`src/rtl/instr_encoder_if.sv`:
```
// instr_encoder_if
// Groups the request bus (fields + valid/ready), the instruction-memory
// write port and the status outputs of instr_encoder.
//   slave  modport : used by the encoder itself
//   master modport : used by whatever drives requests and models memory
// Ports (per signal): clear, in_valid, in_ready, in_kind, in_funct3,
// in_funct7, in_rd, in_rs1, in_rs2, in_imm, mem_we, mem_ready, mem_addr,
// mem_wdata, count, full.
interface instr_encoder_if #(
  parameter int ADDR_W = 6
);
  logic              clear;
  logic              in_valid;
  logic              in_ready;
  logic [1:0]        in_kind;
  logic [2:0]        in_funct3;
  logic [6:0]        in_funct7;
  logic [4:0]        in_rd;
  logic [4:0]        in_rs1;
  logic [4:0]        in_rs2;
  logic [11:0]       in_imm;
  logic              mem_we;
  logic              mem_ready;
  logic [ADDR_W-1:0] mem_addr;
  logic [31:0]       mem_wdata;
  logic [ADDR_W:0]   count;
  logic              full;

  modport slave (
    input  clear, in_valid, in_kind, in_funct3, in_funct7,
           in_rd, in_rs1, in_rs2, in_imm, mem_ready,
    output in_ready, mem_we, mem_addr, mem_wdata, count, full
  );

  modport master (
    output clear, in_valid, in_kind, in_funct3, in_funct7,
           in_rd, in_rs1, in_rs2, in_imm, mem_ready,
    input  in_ready, mem_we, mem_addr, mem_wdata, count, full
  );
endinterface

```
`src/rtl/instr_encoder.sv`:
```
// instr_encoder
// Turns RISC-V instruction requests (I-type ALU, R-type ALU, LW, SW) given
// as separate fields into 32-bit instruction words and writes them to
// consecutive instruction-memory word addresses, starting at 0. Used to
// load a program before the core leaves reset.
// Ports:
//   clk   : rising-edge clock
//   reset : asynchronous, active-high reset
//   bus   : instr_encoder_if.slave -- request fields with valid/ready,
//           memory write port (mem_we/mem_ready/mem_addr/mem_wdata),
//           synchronous clear, word count and full flag.
module instr_encoder #(
  parameter int ADDR_W = 6
) (
  input  logic            clk,
  input  logic            reset,
  instr_encoder_if.slave  bus
);

  typedef enum logic [1:0] {
    EMPTY = 2'd0,
    HOLD  = 2'd1,
    FULL  = 2'd2
  } state_t;

  localparam logic [6:0] OP_IMM   = 7'b0010011;
  localparam logic [6:0] OP_REG   = 7'b0110011;
  localparam logic [6:0] OP_LOAD  = 7'b0000011;
  localparam logic [6:0] OP_STORE = 7'b0100011;
  localparam logic [2:0] F3_WORD  = 3'b010;
  localparam logic [ADDR_W-1:0] LAST_ADDR = {ADDR_W{1'b1}};

  state_t            state_q, state_d;
  logic [ADDR_W-1:0] addr_q, addr_d;
  logic [31:0]       wdata_q, wdata_d;
  logic [ADDR_W:0]   count_q, count_d;

  logic last;
  logic in_ready;
  logic accept;
  logic write_done;

  // Build the instruction word from the request fields. Shift-immediates
  // (funct3 001/101) carry funct7 in the upper immediate bits; loads and
  // stores force funct3 to the word width regardless of the request.
  function automatic logic [31:0] encode(
    input logic [1:0]  kind,
    input logic [2:0]  f3,
    input logic [6:0]  f7,
    input logic [4:0]  rd,
    input logic [4:0]  rs1,
    input logic [4:0]  rs2,
    input logic [11:0] imm
  );
    logic [31:0] word;
    word = 32'd0;
    case (kind)
      2'b00: begin
        if (f3 == 3'b001 || f3 == 3'b101)
          word = {f7, imm[4:0], rs1, f3, rd, OP_IMM};
        else
          word = {imm, rs1, f3, rd, OP_IMM};
      end
      2'b01:   word = {f7, rs2, rs1, f3, rd, OP_REG};
      2'b10:   word = {imm, rs1, F3_WORD, rd, OP_LOAD};
      default: word = {imm[11:5], rs2, rs1, F3_WORD, imm[4:0], OP_STORE};
    endcase
    return word;
  endfunction

  // A pending write to the top address must not be overlapped by another
  // request: there is no address left for it.
  assign last       = (addr_q == LAST_ADDR);
  assign in_ready   = (state_q == EMPTY) |
                      ((state_q == HOLD) & bus.mem_ready & ~last);
  assign accept     = bus.in_valid & in_ready & ~bus.clear;
  assign write_done = (state_q == HOLD) & bus.mem_ready;

  // Next-state logic. addr_q is the address of the pending write while in
  // HOLD and the address the next request will use while in EMPTY, so it
  // only moves when a write completes. It stops at the top address instead
  // of wrapping. clear overrides everything, including a completing write.
  always_comb begin
    state_d = state_q;
    addr_d  = addr_q;
    wdata_d = wdata_q;
    count_d = count_q;

    if (bus.clear) begin
      state_d = EMPTY;
      addr_d  = '0;
      count_d = '0;
    end else begin
      if (write_done) begin
        count_d = count_q + (ADDR_W+1)'(1);
        if (!last)
          addr_d = addr_q + ADDR_W'(1);
      end

      if (accept) begin
        wdata_d = encode(bus.in_kind, bus.in_funct3, bus.in_funct7,
                         bus.in_rd, bus.in_rs1, bus.in_rs2, bus.in_imm);
        state_d = HOLD;
      end else if (write_done) begin
        state_d = last ? FULL : EMPTY;
      end
    end
  end

  // State and datapath registers.
  always_ff @(posedge clk or posedge reset) begin
    if (reset) begin
      state_q <= EMPTY;
      addr_q  <= '0;
      wdata_q <= '0;
      count_q <= '0;
    end else begin
      state_q <= state_d;
      addr_q  <= addr_d;
      wdata_q <= wdata_d;
      count_q <= count_d;
    end
  end

  assign bus.in_ready  = in_ready;
  assign bus.mem_we    = (state_q == HOLD);
  assign bus.mem_addr  = addr_q;
  assign bus.mem_wdata = wdata_q;
  assign bus.count     = count_q;
  assign bus.full      = (state_q == FULL);

endmodule

```
`src/flat_wrapper.sv`:
```
// flat-port wrapper written by rule: the top's interface ports become plain ports
module instr_encoder_flat 
#(
  parameter int ADDR_W = 6
)
  (clk, reset, bus_clear, bus_in_valid, bus_in_kind, bus_in_funct3, bus_in_funct7, bus_in_rd, bus_in_rs1, bus_in_rs2, bus_in_imm, bus_mem_ready, bus_in_ready, bus_mem_we, bus_mem_addr, bus_mem_wdata, bus_count, bus_full);
  instr_encoder_if #(.ADDR_W(ADDR_W)) bus_i ();
  input  logic clk;
  input  logic reset;
  input wire logic [$bits(bus_i.clear)-1:0] bus_clear;
  input wire logic [$bits(bus_i.in_valid)-1:0] bus_in_valid;
  input wire logic [$bits(bus_i.in_kind)-1:0] bus_in_kind;
  input wire logic [$bits(bus_i.in_funct3)-1:0] bus_in_funct3;
  input wire logic [$bits(bus_i.in_funct7)-1:0] bus_in_funct7;
  input wire logic [$bits(bus_i.in_rd)-1:0] bus_in_rd;
  input wire logic [$bits(bus_i.in_rs1)-1:0] bus_in_rs1;
  input wire logic [$bits(bus_i.in_rs2)-1:0] bus_in_rs2;
  input wire logic [$bits(bus_i.in_imm)-1:0] bus_in_imm;
  input wire logic [$bits(bus_i.mem_ready)-1:0] bus_mem_ready;
  output wire logic [$bits(bus_i.in_ready)-1:0] bus_in_ready;
  output wire logic [$bits(bus_i.mem_we)-1:0] bus_mem_we;
  output wire logic [$bits(bus_i.mem_addr)-1:0] bus_mem_addr;
  output wire logic [$bits(bus_i.mem_wdata)-1:0] bus_mem_wdata;
  output wire logic [$bits(bus_i.count)-1:0] bus_count;
  output wire logic [$bits(bus_i.full)-1:0] bus_full;
  assign bus_i.clear = bus_clear;
  assign bus_i.in_valid = bus_in_valid;
  assign bus_i.in_kind = bus_in_kind;
  assign bus_i.in_funct3 = bus_in_funct3;
  assign bus_i.in_funct7 = bus_in_funct7;
  assign bus_i.in_rd = bus_in_rd;
  assign bus_i.in_rs1 = bus_in_rs1;
  assign bus_i.in_rs2 = bus_in_rs2;
  assign bus_i.in_imm = bus_in_imm;
  assign bus_i.mem_ready = bus_mem_ready;
  assign bus_in_ready = bus_i.in_ready;
  assign bus_mem_we = bus_i.mem_we;
  assign bus_mem_addr = bus_i.mem_addr;
  assign bus_mem_wdata = bus_i.mem_wdata;
  assign bus_count = bus_i.count;
  assign bus_full = bus_i.full;
  instr_encoder #(.ADDR_W(ADDR_W)) u_core (.clk(clk), .reset(reset), .bus(bus_i));
endmodule
```
`config.mk`:
```
export PLATFORM = sky130hd
export DESIGN_NAME = instr_encoder_flat
export DESIGN_NICKNAME = d
export VERILOG_FILES = /design/src/rtl/instr_encoder_if.sv /design/src/rtl/instr_encoder.sv /design/src/flat_wrapper.sv
export SDC_FILE = /design/constraint.sdc
export NUM_CORES = 1
export LEC_CHECK = 0
export ABC_AREA = 0
export CORE_ASPECT_RATIO = 0.75
export CORE_MARGIN = 4
export CORE_UTILIZATION = 45
export DETAILED_ROUTE_END_ITERATION = 16
export GPL_TIMING_DRIVEN = 0
export MAX_ROUTING_LAYER = met4
export PLACE_DENSITY = 0.85
export SKIP_CTS_REPAIR_TIMING = 1
export SKIP_LAST_GASP = 1
export SYNTH_ARGS = -nofsm -noshare
export SYNTH_HDL_FRONTEND = slang
export SYNTH_SLANG_ARGS = --single-unit
```
`constraint.sdc`:
```
create_clock -name clk -period 3.7 [get_ports clk]
set_input_delay 1.11 -clock clk [delete_from_list [all_inputs] [get_ports clk]]
set_output_delay 1.11 -clock clk [all_outputs]
set_load 0.01 [all_outputs]
```
==> results of run 1 <==
state kept, by name (all words and copies together) (netlist names):
register,cells
u_core.state_q,2
u_core.bus.mem_wdata,28
u_core.bus.mem_addr,6
u_core.bus.count,7
cells by family after synthesis:
family / count (synthesis) / share of synthesized area
AND/OR/NAND/NOR: 66 / 0.1497
flip-flops: 43 / 0.5190
other: 1 / 0.001809
adder cells (fa/ha/maj): 2 / 0.01207
AO/OA/AOI/OAI: 41 / 0.1195
multiplexers: 24 / 0.1279
buffers and inverters: 15 / 0.04465
XOR/XNOR: 6 / 0.02535
cell usage after synthesis:
cell      number  share of area
a211oi_1       1         0.0036
a21bo_2        1         0.0048
a21boi_0       1         0.0036
a21oi_1        7          0.017
a21oi_2        1         0.0042
a311oi_1       1         0.0042
a31oi_1        1         0.0030
and3_1         1         0.0030
and3b_1        1         0.0042
and4_1         1         0.0042
buf_2          4         0.0097
buf_4          4          0.014
buf_6          2          0.011
clkbuf_1       1         0.0018
clkbuf_2       1         0.0024
conb_1         1         0.0018
dfrtp_1       43           0.52
ha_1           2          0.012
inv_1          3         0.0054
mux2_4         5          0.036
mux2i_1       19          0.092
nand2_1       31          0.056
nand2b_1       5          0.015
nand3_1        3         0.0072
nand3b_1       2         0.0072
nand4b_1       1         0.0042
nor2_1        11          0.020
nor2b_1        4          0.012
nor3_1         3         0.0072
o211ai_1       1         0.0036
o21ai_0       25          0.060
o21ai_1        1         0.0024
o221ai_4       1          0.013
or2_2          1         0.0030
or3_1          2         0.0060
xnor2_1        5          0.021
xor2_1         1         0.0042
final cells by class:
cell class                      instances  area share
Clock buffer                            6     0.02314
Tap cell                               57     0.02274
Buffer                                 12     0.02593
Sequential cell                        43      0.3430
Inverter                                3    0.003590
Timing Repair Buffer                   89      0.2872
Multi-Input combinational cell        142      0.2944
per-stage QoR:
stage,cell area (um2),util,setup WS (ns),TNS (ns),power (uW)
after CTS,3115,0.6975,-0.2935,-0.2935,1152
after global routing,3137,0.7022,0.2419,0,1206
final,3137,0.7022,0.2425,0,1141
after detailed placement,3043,0.6812,-0.2908,-0.2908,878.5
after global placement,3023,0.6768,-0.3046,-0.3046,866.6
after floorplan,2081,-,0.8982,0,684.8
report_power, final:
part	internal, uW	total, uW	switching (uW)	leakage (uW)
registers	524	557	33.1	0.000549
logic	185	309	124	0.000778
clock network	126	275	149	0.0000371
worst register-to-register path, delay by kind of cell, from the launching register on:
kind	cells	cell delay, ns
compound gates	2	0.43
flops	1	0.43
buf+inv	1	0.20
mux	1	0.31
fa+ha+maj	1	0.28
metal layers:
layer,track usage,vias up
li1,-,866
met1,0.2572,837
met2,0.3063,75
met3,0.05439,6
met4,0.06031,0
met5,-,-
placed cells by master, fill, tap and decap left out, types with 5 or more instances in the layout:
master,netlist,layout
dfrtp_1,43,43
xnor2_1,5,5
nand2_1,31,31
mux2_4,5,5
nand2b_1,5,5
buf_4,4,5
mux2i_1,19,19
o21ai_0,25,25
nor2_1,11,11
clkdlybuf4s50_1,0,86
a21oi_1,7,6
clkbuf_8,0,5
final timing paths:
check | startpoint | end | cells after the start
max | bus_mem_ready | bus_in_ready | 5
min | u_core.bus.mem_wdata[22] | u_core.bus.mem_wdata[22] | 2
max reg2reg | u_core.bus.mem_addr[0] | u_core.bus.mem_wdata[18] | 5
min reg2reg | u_core.bus.mem_wdata[22] | u_core.bus.mem_wdata[22] | 2
max in group asynchronous | reset | u_core.bus.mem_wdata[8] | 3
min in group asynchronous | reset | u_core.bus.mem_wdata[16] | 2
==> qor.yml, run 1 <==
outcome:
  status: "completed"
synthesis:
  ys_ff_latch: 43
  synth_cells: 198
  synth_warnings: 0
  ys_types: 37
  syn_area_mm2: 0.002073
  syn_area_per_cell_um2: 10.47
  ys_seq_area_frac: 0.5190
cts:
  root_buffer: "clkbuf_8"
  clock_path_buffers: 2
  cts_tree: "built"
  cts_made_buffers: 5
  clkSinkCount: 43
  clkTransAtPathRegs_ns: 0.07
  htreeDepth: 2
  clk_latency_ns: 0.29
route:
  routedWlPerCell_um: 15.01
  via_count: 1784
  initialDrtViolationCount: 73
  via_per_inst: 5.068
  route.met2.wl_mm: 2.532
  drt_first_pass_iters: 6
  wl_met1_mm: 2.351
  top_layer: "met4"
  drcViolationCount: 0
  wl_met3_um: 343
  finalWirelength_mm: 5.282
  ant_nets: 0
setup_path:
  cp_slowest_stage_delay_ns: 0.47
  cp_slowest_cell: "clkdlybuf4s50_1"
  cp_top_family: "buffers and inverters"
  worstPathRequired_ns: 2.59
  path_cells: "clkdlybuf4s50_1 > nand3b_1 > a21oi_4 > or2_2 > dlymetal6s2s_1"
  rrSetupSlack_ns: 1.94
  cp-start-kind: "input port"
  crit_path_end_kind: "output pin"
  crit_type: "input port to output pin"
  critPathBufInv: 2
  cp.arrival_ns: 2.35
  critPathMaxFanout: 4
placement:
  port_buffers: 87
  placed_cells: 345
  place_congestion: 0.8660
  dp.final_hpwl_mm: 3.980
grt:
  grt_pass1_wl_mm: 8.411
  antenna_found_initial: 0
  first_global_vias: 1712
  overflow: 0
  grt_max_degree: 43
  grt_use_total: 0.1986
pwr:
  power_density_mw_per_mm2: 363.8
  vdd_drop_max_mv: 0.2105
  p_leak_uw: 0.001364
finish:
  area_growth_pct: 51.30
  drive_gt1_frac: 0.09831
  finalNonFillerCells: 352
  antennaDiodeCount: 0
  fillCellCount: 376
  multiInputGateArea_um2: 923.4
  ff_latch_area_mm2: 0.001076
  nets: 342
die:
  die_h_um: 66.78
  die_area_mm2: 0.005768
  ios: 92
  core-area_mm2: 0.004467
  rows: 21
  die_x_um: 86.38
  start_util: 0.4641
timing:
  maxSlewHeadroom: 0.6073
  report.final.slew_viol_count: 0
  rsz0062_at_grt: "no"
  tightestPinTransition_ns: 0.5890
  finalSetupViolCount: 0
  hold_viol_final: 0
  fmax_mhz: 289.2
  finalCritPeriodShare: 0.9345
  post-route-min-period_ns: 3.457
  skew_ns: 0.005803
  fin_hold_ws_ns: 0.4848
job:
  drv_cap: 0
min_path:
  hold_class: "flip-flop to flip-flop"
(Power assumes the default switching activity.)
==> inputs of run 2 (changes only) <==
- ABC_AREA: 0 -> unset
==> results of run 2 <==
No change in the layout: final DEF, timing and power equal those of run 1.
